File: src/rtl/mem_read_arbiter_if.sv
// Bundle of requester ports and Memory-side signals for mem_read_arbiter.
// The slave modport is the arbiter's view; master is the surrounding core/Memory view.
interface mem_read_arbiter_if #(
  parameter int ADDR_W = 32,
  parameter int DATA_W = 32
);
  logic [ADDR_W-1:0] p0_addr;
  logic              p0_rstrb;
  logic [DATA_W-1:0] p0_rdata;
  logic              p0_rvalid;
  logic              p0_rbusy;

  logic [ADDR_W-1:0] p1_addr;
  logic              p1_rstrb;
  logic [DATA_W-1:0] p1_rdata;
  logic              p1_rvalid;
  logic              p1_rbusy;

  logic [ADDR_W-1:0] mem_addr;
  logic              mem_rstrb;
  logic [DATA_W-1:0] mem_rdata;

  logic [1:0]        proto_err;

  modport slave (
    input  p0_addr, p0_rstrb, p1_addr, p1_rstrb, mem_rdata,
    output p0_rdata, p0_rvalid, p0_rbusy,
    output p1_rdata, p1_rvalid, p1_rbusy,
    output mem_addr, mem_rstrb, proto_err
  );

  modport master (
    output p0_addr, p0_rstrb, p1_addr, p1_rstrb, mem_rdata,
    input  p0_rdata, p0_rvalid, p0_rbusy,
    input  p1_rdata, p1_rvalid, p1_rbusy,
    input  mem_addr, mem_rstrb, proto_err
  );
endinterface

File: src/rtl/mem_read_arbiter.sv
// Two-port read arbiter in front of a 1-cycle-latency read-only Memory (port 0 = load, port 1 = fetch).
// Define ARB_ROUND_ROBIN_EN for alternating tie-break; otherwise port 0 wins every tie.
module mem_read_arbiter #(
  parameter int ADDR_W = 32,
  parameter int DATA_W = 32
) (
  input logic             clk,
  input logic             reset,
  mem_read_arbiter_if.slave bus
);

  typedef enum logic {PORT0 = 1'b0, PORT1 = 1'b1} port_t;

`ifdef ARB_ROUND_ROBIN_EN
  localparam bit TIE_RR = 1'b1;
`else
  localparam bit TIE_RR = 1'b0;
`endif

  logic [1:0]        pend;
  logic [ADDR_W-1:0] paddr [2];
  logic              infl;
  port_t             infl_port;
  port_t             last_grant;
  logic [1:0]        proto_err;

  logic [1:0]        rstrb;
  logic [ADDR_W-1:0] req_addr [2];
  logic [1:0]        busy;
  logic [1:0]        rvalid;
  logic              any_pend;
  port_t             grant_port;
  port_t             rr_pick;
  logic [DATA_W-1:0] rdata;

  assign rstrb       = {bus.p1_rstrb, bus.p0_rstrb};
  assign req_addr[0] = bus.p0_addr;
  assign req_addr[1] = bus.p1_addr;

  // A port stays busy from capture until its data has been returned.
  assign busy[0]   = pend[0] | (infl & (infl_port == PORT0));
  assign busy[1]   = pend[1] | (infl & (infl_port == PORT1));
  assign rvalid[0] = infl & (infl_port == PORT0);
  assign rvalid[1] = infl & (infl_port == PORT1);
  assign any_pend  = |pend;
  assign rr_pick   = (last_grant == PORT0) ? PORT1 : PORT0;

  always_comb begin
    grant_port = PORT0;
    if (pend == 2'b10) begin
      grant_port = PORT1;
    end else if (pend == 2'b11) begin
      grant_port = TIE_RR ? rr_pick : PORT0;
    end
  end

  always_ff @(posedge clk or posedge reset) begin
    if (reset) begin
      pend       <= 2'b00;
      paddr[0]   <= '0;
      paddr[1]   <= '0;
      infl       <= 1'b0;
      infl_port  <= PORT0;
      last_grant <= PORT1;
      proto_err  <= 2'b00;
    end else begin
      // Capture and grant never touch the same pend bit: capture needs pend clear, grant needs it set.
      for (int i = 0; i < 2; i++) begin
        if (rstrb[i]) begin
          if (busy[i]) begin
            proto_err[i] <= 1'b1;
          end else begin
            pend[i]  <= 1'b1;
            paddr[i] <= req_addr[i];
          end
        end
      end
      if (any_pend) begin
        pend[grant_port] <= 1'b0;
        infl             <= 1'b1;
        infl_port        <= grant_port;
        last_grant       <= grant_port;
      end else begin
        infl <= 1'b0;
      end
    end
  end

  assign rdata         = bus.mem_rdata;
  assign bus.mem_rstrb = any_pend;
  assign bus.mem_addr  = any_pend ? paddr[grant_port] : '0;
  assign bus.p0_rdata  = rdata;
  assign bus.p1_rdata  = rdata;
  assign bus.p0_rvalid = rvalid[0];
  assign bus.p1_rvalid = rvalid[1];
  assign bus.p0_rbusy  = busy[0];
  assign bus.p1_rbusy  = busy[1];
  assign bus.proto_err = proto_err;

endmodule

File: src/flat_wrapper.sv
// flat-port wrapper written by rule: the top's interface ports become plain ports
module mem_read_arbiter_flat 
#(
  parameter int ADDR_W = 32,
  parameter int DATA_W = 32
)
  (clk, reset, bus_p0_addr, bus_p0_rstrb, bus_p1_addr, bus_p1_rstrb, bus_mem_rdata, bus_p0_rdata, bus_p0_rvalid, bus_p0_rbusy, bus_p1_rdata, bus_p1_rvalid, bus_p1_rbusy, bus_mem_addr, bus_mem_rstrb, bus_proto_err);
  mem_read_arbiter_if #(.ADDR_W(ADDR_W), .DATA_W(DATA_W)) bus_i ();
  input logic clk;
  input logic reset;
  input wire logic [$bits(bus_i.p0_addr)-1:0] bus_p0_addr;
  input wire logic [$bits(bus_i.p0_rstrb)-1:0] bus_p0_rstrb;
  input wire logic [$bits(bus_i.p1_addr)-1:0] bus_p1_addr;
  input wire logic [$bits(bus_i.p1_rstrb)-1:0] bus_p1_rstrb;
  input wire logic [$bits(bus_i.mem_rdata)-1:0] bus_mem_rdata;
  output wire logic [$bits(bus_i.p0_rdata)-1:0] bus_p0_rdata;
  output wire logic [$bits(bus_i.p0_rvalid)-1:0] bus_p0_rvalid;
  output wire logic [$bits(bus_i.p0_rbusy)-1:0] bus_p0_rbusy;
  output wire logic [$bits(bus_i.p1_rdata)-1:0] bus_p1_rdata;
  output wire logic [$bits(bus_i.p1_rvalid)-1:0] bus_p1_rvalid;
  output wire logic [$bits(bus_i.p1_rbusy)-1:0] bus_p1_rbusy;
  output wire logic [$bits(bus_i.mem_addr)-1:0] bus_mem_addr;
  output wire logic [$bits(bus_i.mem_rstrb)-1:0] bus_mem_rstrb;
  output wire logic [$bits(bus_i.proto_err)-1:0] bus_proto_err;
  assign bus_i.p0_addr = bus_p0_addr;
  assign bus_i.p0_rstrb = bus_p0_rstrb;
  assign bus_i.p1_addr = bus_p1_addr;
  assign bus_i.p1_rstrb = bus_p1_rstrb;
  assign bus_i.mem_rdata = bus_mem_rdata;
  assign bus_p0_rdata = bus_i.p0_rdata;
  assign bus_p0_rvalid = bus_i.p0_rvalid;
  assign bus_p0_rbusy = bus_i.p0_rbusy;
  assign bus_p1_rdata = bus_i.p1_rdata;
  assign bus_p1_rvalid = bus_i.p1_rvalid;
  assign bus_p1_rbusy = bus_i.p1_rbusy;
  assign bus_mem_addr = bus_i.mem_addr;
  assign bus_mem_rstrb = bus_i.mem_rstrb;
  assign bus_proto_err = bus_i.proto_err;
  mem_read_arbiter #(.ADDR_W(ADDR_W), .DATA_W(DATA_W)) u_core (.clk(clk), .reset(reset), .bus(bus_i));
endmodule
File: config.mk
export PLATFORM = sky130hd
export DESIGN_NAME = mem_read_arbiter_flat
export DESIGN_NICKNAME = d
export VERILOG_FILES = /design/src/rtl/mem_read_arbiter_if.sv /design/src/rtl/mem_read_arbiter.sv /design/src/flat_wrapper.sv
export SDC_FILE = /design/constraint.sdc
export NUM_CORES = 1
export LEC_CHECK = 0
export ABC_AREA = 0
export CAP_MARGIN = 20
export CORE_AREA = 2 2 127 80
export DETAILED_ROUTE_END_ITERATION = 10
export DIE_AREA = 0 0 129 82
export PLACE_DENSITY = 0.8
export RECOVER_POWER = 25
export SYNTH_ARGS = -nofsm -noshare
export SYNTH_HDL_FRONTEND = slang
export SYNTH_SLANG_ARGS = --single-unit
export TNS_END_PERCENT = 5
File: constraint.sdc
create_clock -name clk -period 2.2 [get_ports clk]
set_input_delay 0.22 -clock clk [delete_from_list [all_inputs] [get_ports clk]]
set_output_delay 0.22 -clock clk [all_outputs]
set_load 0.01 [all_outputs]
==> results_dict.tcl, run 1 <==
set metrics [dict create \
    status "finished clean" \
    setup_viol 0 \
    start_util_pct 37.6 \
    layout_min_cycle_time_ns 2.07 \
    cts.reportedPaths.clkPinSlew_ns 0.05 \
    vias 2352 \
    yosysUniqueCellTypes 17 \
    p_total_mw 6.33 \
    core.rowCount 28 \
    cts_buffers 9 \
    die_y_um 82 \
    ir_drop_uv 640 \
    seq_area_frac_synth_pct 49.1 \
    fillCellCount 860 \
    clockPowerShare_pct 20.3 \
    hold_path.class "in2async" \
    yosys_warnings 0 \
    hold_viol_final 0 \
    die-width_um 129 \
    clk_latency_ns 0.33 \
    combPwrFrac_pct 44.0 \
    synthCells 326 \
    crit_path_start_kind "flop" \
    portBuffers 106 \
    final_nets 471 \
    drive_gt1_share_pct 24.2 \
    htreeDepth 3 \
    drc 0 \
    core_sq_mm 0.00949 \
    first_iter_violations 62 \
    dr.pass1.iters 4 \
    synth_seq_cells 70 \
    post_cts_resize_count 0 \
    rsz0062_at_grt "no" \
    max-slew-margin-rel_pct 75.1 \
    place_area_sq_mm 0.00429 \
    num_io_pins 203 \
    antenna_found_initial 0 \
    dp_hpwl_um 5590 \
    grt_overflow 0 \
    p_int_mw 4.33 \
    power.leakage_nw 1.84 \
    clock_sinks 70 \
    post_cts_buffers 0 \
    cts.hold.buffers_added 0 \
    grt_usage_pct 15.9 \
    die_area_sq_mm 0.0106 \
    p_sw_share_pct 31.6 \
    synthesis.area_sq_mm 0.00357 \
    root_buffer "clkbuf_16" \
    tns_ns 0 \
    grt_max_degree 71 \
    clk_path_buf_depth 2 \
    wl_per_cell_um 15.6 \
    worstSetupEndpointType "primary output" \
    syn_nets 426 \
    wl_um 7960 \
    cp_data_required_time_ns 1.98 \
    drv_cap 0 \
    fin_skew_ns 0.00271 \
    max_freq_mhz 483 \
    synth_area_per_cell_sq_um 10.9 \
    p_switching_mw 2.00 \
    place_congestion 0.786 \
    grt_pass1_wl_um 12600 \
    viasPerCell 4.60 \
    cts_tree "done" \
    grt_pass1_vias 2460 \
    worstSetupPathType "reg2out" \
    worstMarginPinSlew_ns 0.373 \
    antenna_left 0 \
    powerDensity_mw_per_mm2 1390 \
    slew_violations 0 \
    place_ws_ns 0.465 \
    pwr-share-seq_pct 35.7 \
    diodes 0 \
    fin_crit_sh_pct 94.2 \
    post-route-util_pct 48.0 \
    fin_area_sq_mm 0.00455 \
    layout_setup_ws_ns 0.128 \
    area_growth_pct 27.7 \
    critPathMaxFanout 20 \
    critPathArrivalTime_ns 1.85 \
]
## cells in the mapped netlist (all sizes together)
cell type / count / area [sq um]
nor2b: 1 / 8.76
nand2: 67 / 254
mux2: 64 / 721
or2: 2 / 12.5
buf: 72 / 564
clkbuf: 9 / 33.8
a21oi: 1 / 5.00
inv: 2 / 7.51
a21o: 2 / 15.0
dfrtp: 70 / 1750
nor3b: 1 / 18.8
o21ai: 32 / 160
and2: 1 / 6.26
nor2: 2 / 7.51
## sequential cells by signal, indices dropped and copies added, names as in the netlist
| register | flops |
|---|---|
| u_core.paddr | 64 |
| u_core.bus.proto_err | 2 |
| u_core.pend | 2 |
| u_core.infl | 1 |
| u_core.infl_port | 1 |
## per-stage QoR
stage	cells	hold slack, ns
6_report	511	0.297
5_1_grt	511	0.323
4_1_cts	511	0.300
3_5_place_dp	495	0.440
3_3_place_gp	495	0.440
2_1_floorplan	326	0.337
## worst max-delay path, cell delays in order, from the launching register on
cell             delay (ns)
dfrtp_1                0.34
buf_4                  0.25
nand2_1                0.07
o21ai_0                0.26
clkdlybuf4s50_1        0.60
## final timing paths
| check | from | end | slack (ns) | cells after the start |
|---|---|---|---|---|
| min in group clk | bus_mem_rdata[19] | bus_p0_rdata[19] | 0.44 | 0 |
| max | u_core.pend[1] | bus_mem_addr[6] | 0.13 | 4 |
| min | reset | u_core.paddr[48] | 0.30 | 3 |
| min reg2reg | u_core.bus.proto_err[0] | u_core.bus.proto_err[0] | 0.47 | 1 |
| max reg2reg | u_core.pend[0] | u_core.paddr[41] | 0.56 | 4 |
| max in group asynchronous | reset | u_core.pend[0] | 1.60 | 3 |
## placed cells by master (no fill, tap or decap), drive strengths merged, types with 2 or more instances in the layout
cell type,n
a21o,2
buf,9
clkbuf,15
clkdlybuf4s50,106
dfrtp,70
inv,2
mux2,64
nand2,67
nor2,2
o21ai,32
or2,2
## area by class of cell
| class | instances | area [sq um] | share of cell area (%) |
|---|---|---|---|
| Clock inverter | 1 | 5.00 | 0.110 |
| Tap cell | 135 | 169 | 3.71 |
| Clock buffer | 15 | 258 | 5.66 |
| Timing Repair Buffer | 115 | 1150 | 25.3 |
| Multi-Input combinational cell | 173 | 1210 | 26.5 |
| Sequential cell | 70 | 1750 | 38.5 |
| Inverter | 2 | 7.51 | 0.165 |
## metal layers
layer | vias up | share of wire [%] | track usage (%)
met5 | - | 0 | 0
met4 | 0 | 1.1 | 5.65
met3 | 10 | 9.6 | 7.10
met2 | 127 | 44 | 24.8
met1 | 1120 | 45 | 19.8
li1 | 1095 | - | -
## power by group through the flow
stage	Combinational, mW	Clock [mW]	Sequential (mW)
after CTS	2.84	1.34	2.26
final	2.79	1.29	2.26
after global routing	3.07	1.40	2.35
after detailed placement	2.83	0	2.28
after global placement	2.75	0	2.23
after floorplan	1.79	0	2.18
## cells by family after synthesis
family                 Yosys count  synth area share, %
buffers and inverters           83                 17.0
DFF                             70                 49.1
and+or+nand+nor                 74                 8.63
AOI/OAI and AO/OA               35                 5.05
muxes                           64                 20.2
(Power assumes the default switching activity.)
==> run 2: changes to the inputs <==
--- a/config.mk
+++ b/config.mk
@@ -7,10 +7,10 @@
 export LEC_CHECK = 0
 export ABC_AREA = 0
 export CAP_MARGIN = 20
-export CORE_AREA = 2 2 127 80
+export CORE_AREA = 2 2 134 84
 export DETAILED_ROUTE_END_ITERATION = 10
-export DIE_AREA = 0 0 129 82
-export PLACE_DENSITY = 0.8
+export DIE_AREA = 0 0 136 86
+export PLACE_DENSITY = 0.76
 export RECOVER_POWER = 25
 export SYNTH_ARGS = -nofsm -noshare
 export SYNTH_HDL_FRONTEND = slang
==> constraint.sdc (replaced) <==
create_clock -name clk -period 1.7 [get_ports clk]
set_input_delay 0.17 -clock clk [delete_from_list [all_inputs] [get_ports clk]]
set_output_delay 0.17 -clock clk [all_outputs]
set_load 0.01 [all_outputs]
==> run 2 against run 1 <==
Global-route usage fell by 2.0 points; critical path depth did not move; clock power rose by 27%; die area rose by 11%; sequential power rose by 31%; register-to-register slack got worse by 0.45 ns; final area rose by 0.11%; non-clock buffer count did not move; clock-buffer cell count fell by 2; utilization fell by 4.0 points; clock skew rose by 0.0031 ns.
==> results_dict.tcl, run 2 (same netlist as run 1, synthesis figures left out) <==
set metrics [dict create \
    status "finished clean" \
    slew_violations 0 \
    p_total_mw 7.95 \
    cts.reportedPaths.clkPinSlew_ns 0.05 \
    reg_top3 "u_core.paddr: 64 flops, u_core.bus.proto_err: 2 flops, u_core.pend: 2 flops" \
    fin_crit_sh_pct 96.5 \
    ir_drop_uv 614 \
    clk_latency_ns 0.33 \
    largest_register_ffs 64 \
    power.leakage_nw 1.96 \
    clk_path_buf_depth 2 \
    crit_chain "buf_12 > nand2_1 > o21ai_0 > clkdlybuf4s15_1" \
    r2r_setup_slack_ns 0.11 \
    die_y_um 86 \
    dr.pass1.iters 4 \
    final_common_cell "clkdlybuf4s50_1" \
    worstSetupEndpointType "primary output" \
    fin_area_sq_mm 0.00456 \
    die_area_sq_mm 0.0117 \
    dp_hpwl_um 5680 \
    wl_per_cell_um 15.2 \
    cts_tree "done" \
    grt_max_degree 37 \
    worstMarginPinSlew_ns 0.382 \
    critical_path.top_delay_family "buffers and inverters" \
    max-slew-margin-rel_pct 74.5 \
    num_io_pins 203 \
    vias 2313 \
    place_congestion 0.793 \
    die-width_um 136 \
    cp_data_required_time_ns 1.53 \
    layout_min_cycle_time_ns 1.64 \
    hold_slack_ns 0.181 \
    grt_pass1_vias 2461 \
    setup_viol 0 \
    drv_cap 0 \
    multiInputGateArea_sq_mm 0.00122 \
    drc 0 \
    grt_pass1_wl_um 12300 \
    crit_path_start_kind "flop" \
    fillCellCount 1015 \
    viasPerCell 4.50 \
    portBuffers 106 \
    mostFrequentLayoutCells "clkdlybuf4s50_1, dfrtp_1, nand2_1, mux2_2, o21ai_0" \
    path_buf_inv 2 \
    area_growth_pct 27.9 \
    place_area_sq_mm 0.00436 \
    powerDensity_mw_per_mm2 1740 \
    clock_sinks 70 \
    htreeDepth 3 \
    critPathArrivalTime_ns 1.47 \
    cts_buffers 9 \
    first_iter_violations 61 \
    max_freq_mhz 610 \
    slowest_stage "dfrtp_1" \
    antenna_found_initial 0 \
    regArea_sq_mm 0.00175 \
    grt_overflow 0 \
    start_util_pct 34.4 \
    rsz0062_at_grt "yes" \
    core_sq_mm 0.0104 \
    wl_um 7810 \
    grt_usage_pct 13.9 \
    core.rowCount 29 \
    slowest_delay_ns 0.43 \
    drive_gt1_share_pct 27.2 \
    diodes 0 \
    post-route-util_pct 43.9 \
    layout_setup_ws_ns 0.0598 \
    final_nets 471 \
    largest-register "u_core.paddr" \
    hold_viol_final 0 \
    worstSetupPathType "reg2out" \
    critPathMaxFanout 19 \
    place_ws_ns 0.0320 \
    fin_skew_ns 0.00582 \
    antenna_left 0 \
    hold_path.class "in2async" \
    root_buffer "clkbuf_16" \
]
[run 2: cell types whose count changed in the layout (fill, tap and decap cells not counted), sizes merged]
cell and delta:
clkinv +1, clkinvlp +1, dlymetal6s2s +1, dlygate4sd2 +23
clkdlybuf4s50 -36, clkdlybuf4s15 +2, dlygate4sd1 +1, clkbuf +7
inv -1
[run 2: layout make-up]
class / count / share of cell area [%]
Sequential cell: 70 / 38.4
Clock buffer: 13 / 5.49
Clock inverter: 2 / 0.220
Timing Repair Buffer: 115 / 25.1
Tap cell: 139 / 3.81
Inverter: 2 / 0.247
Multi-Input combinational cell: 173 / 26.7
[run 2: worst paths after layout]
kind | start | to | depth (start not counted)
worst max-delay path | u_core.pend[1] | bus_mem_addr[7] | 4
worst min-delay path | reset | u_core.paddr[43] | 2
worst max register to register | u_core.pend[0] | u_core.paddr[45] | 4
worst min register to register | u_core.bus.proto_err[0] | u_core.bus.proto_err[0] | 1
max in group asynchronous | reset | u_core.paddr[27] | 3
min in group clk | bus_mem_rdata[30] | bus_p0_rdata[30] | 0
[run 2: metrics by stage]
step           setup TNS, ns  std cells
4_1_cts               -0.175        514
2_1_floorplan              0        326
3_5_place_dp               0        499
3_3_place_gp               0        499
6_report                   0        514
5_1_grt              -0.0647        514
[run 2: what timing repair did]
action,CTS,global route
buffers inserted,0,0
setup endpoints to repair,36,17
gates resized for setup,39,28
hold buffers,0,0
gates cloned,0,0
[run 2: routing by layer]
| metal | GRT usage, % | part of all wire, % |
|---|---|---|
| met1 | 16.9 | 45 |
| met3 | 6.26 | 10 |
| met2 | 21.7 | 43 |
| met4 | 5.30 | 1.9 |
| met5 | 0 | 0 |
[run 2: power breakdown]
part,leakage (nW),switching (mW),internal (mW)
combinational,1.01,1.52,1.82
clock,0.129,0.630,1.01
sequential,0.813,0.460,2.50
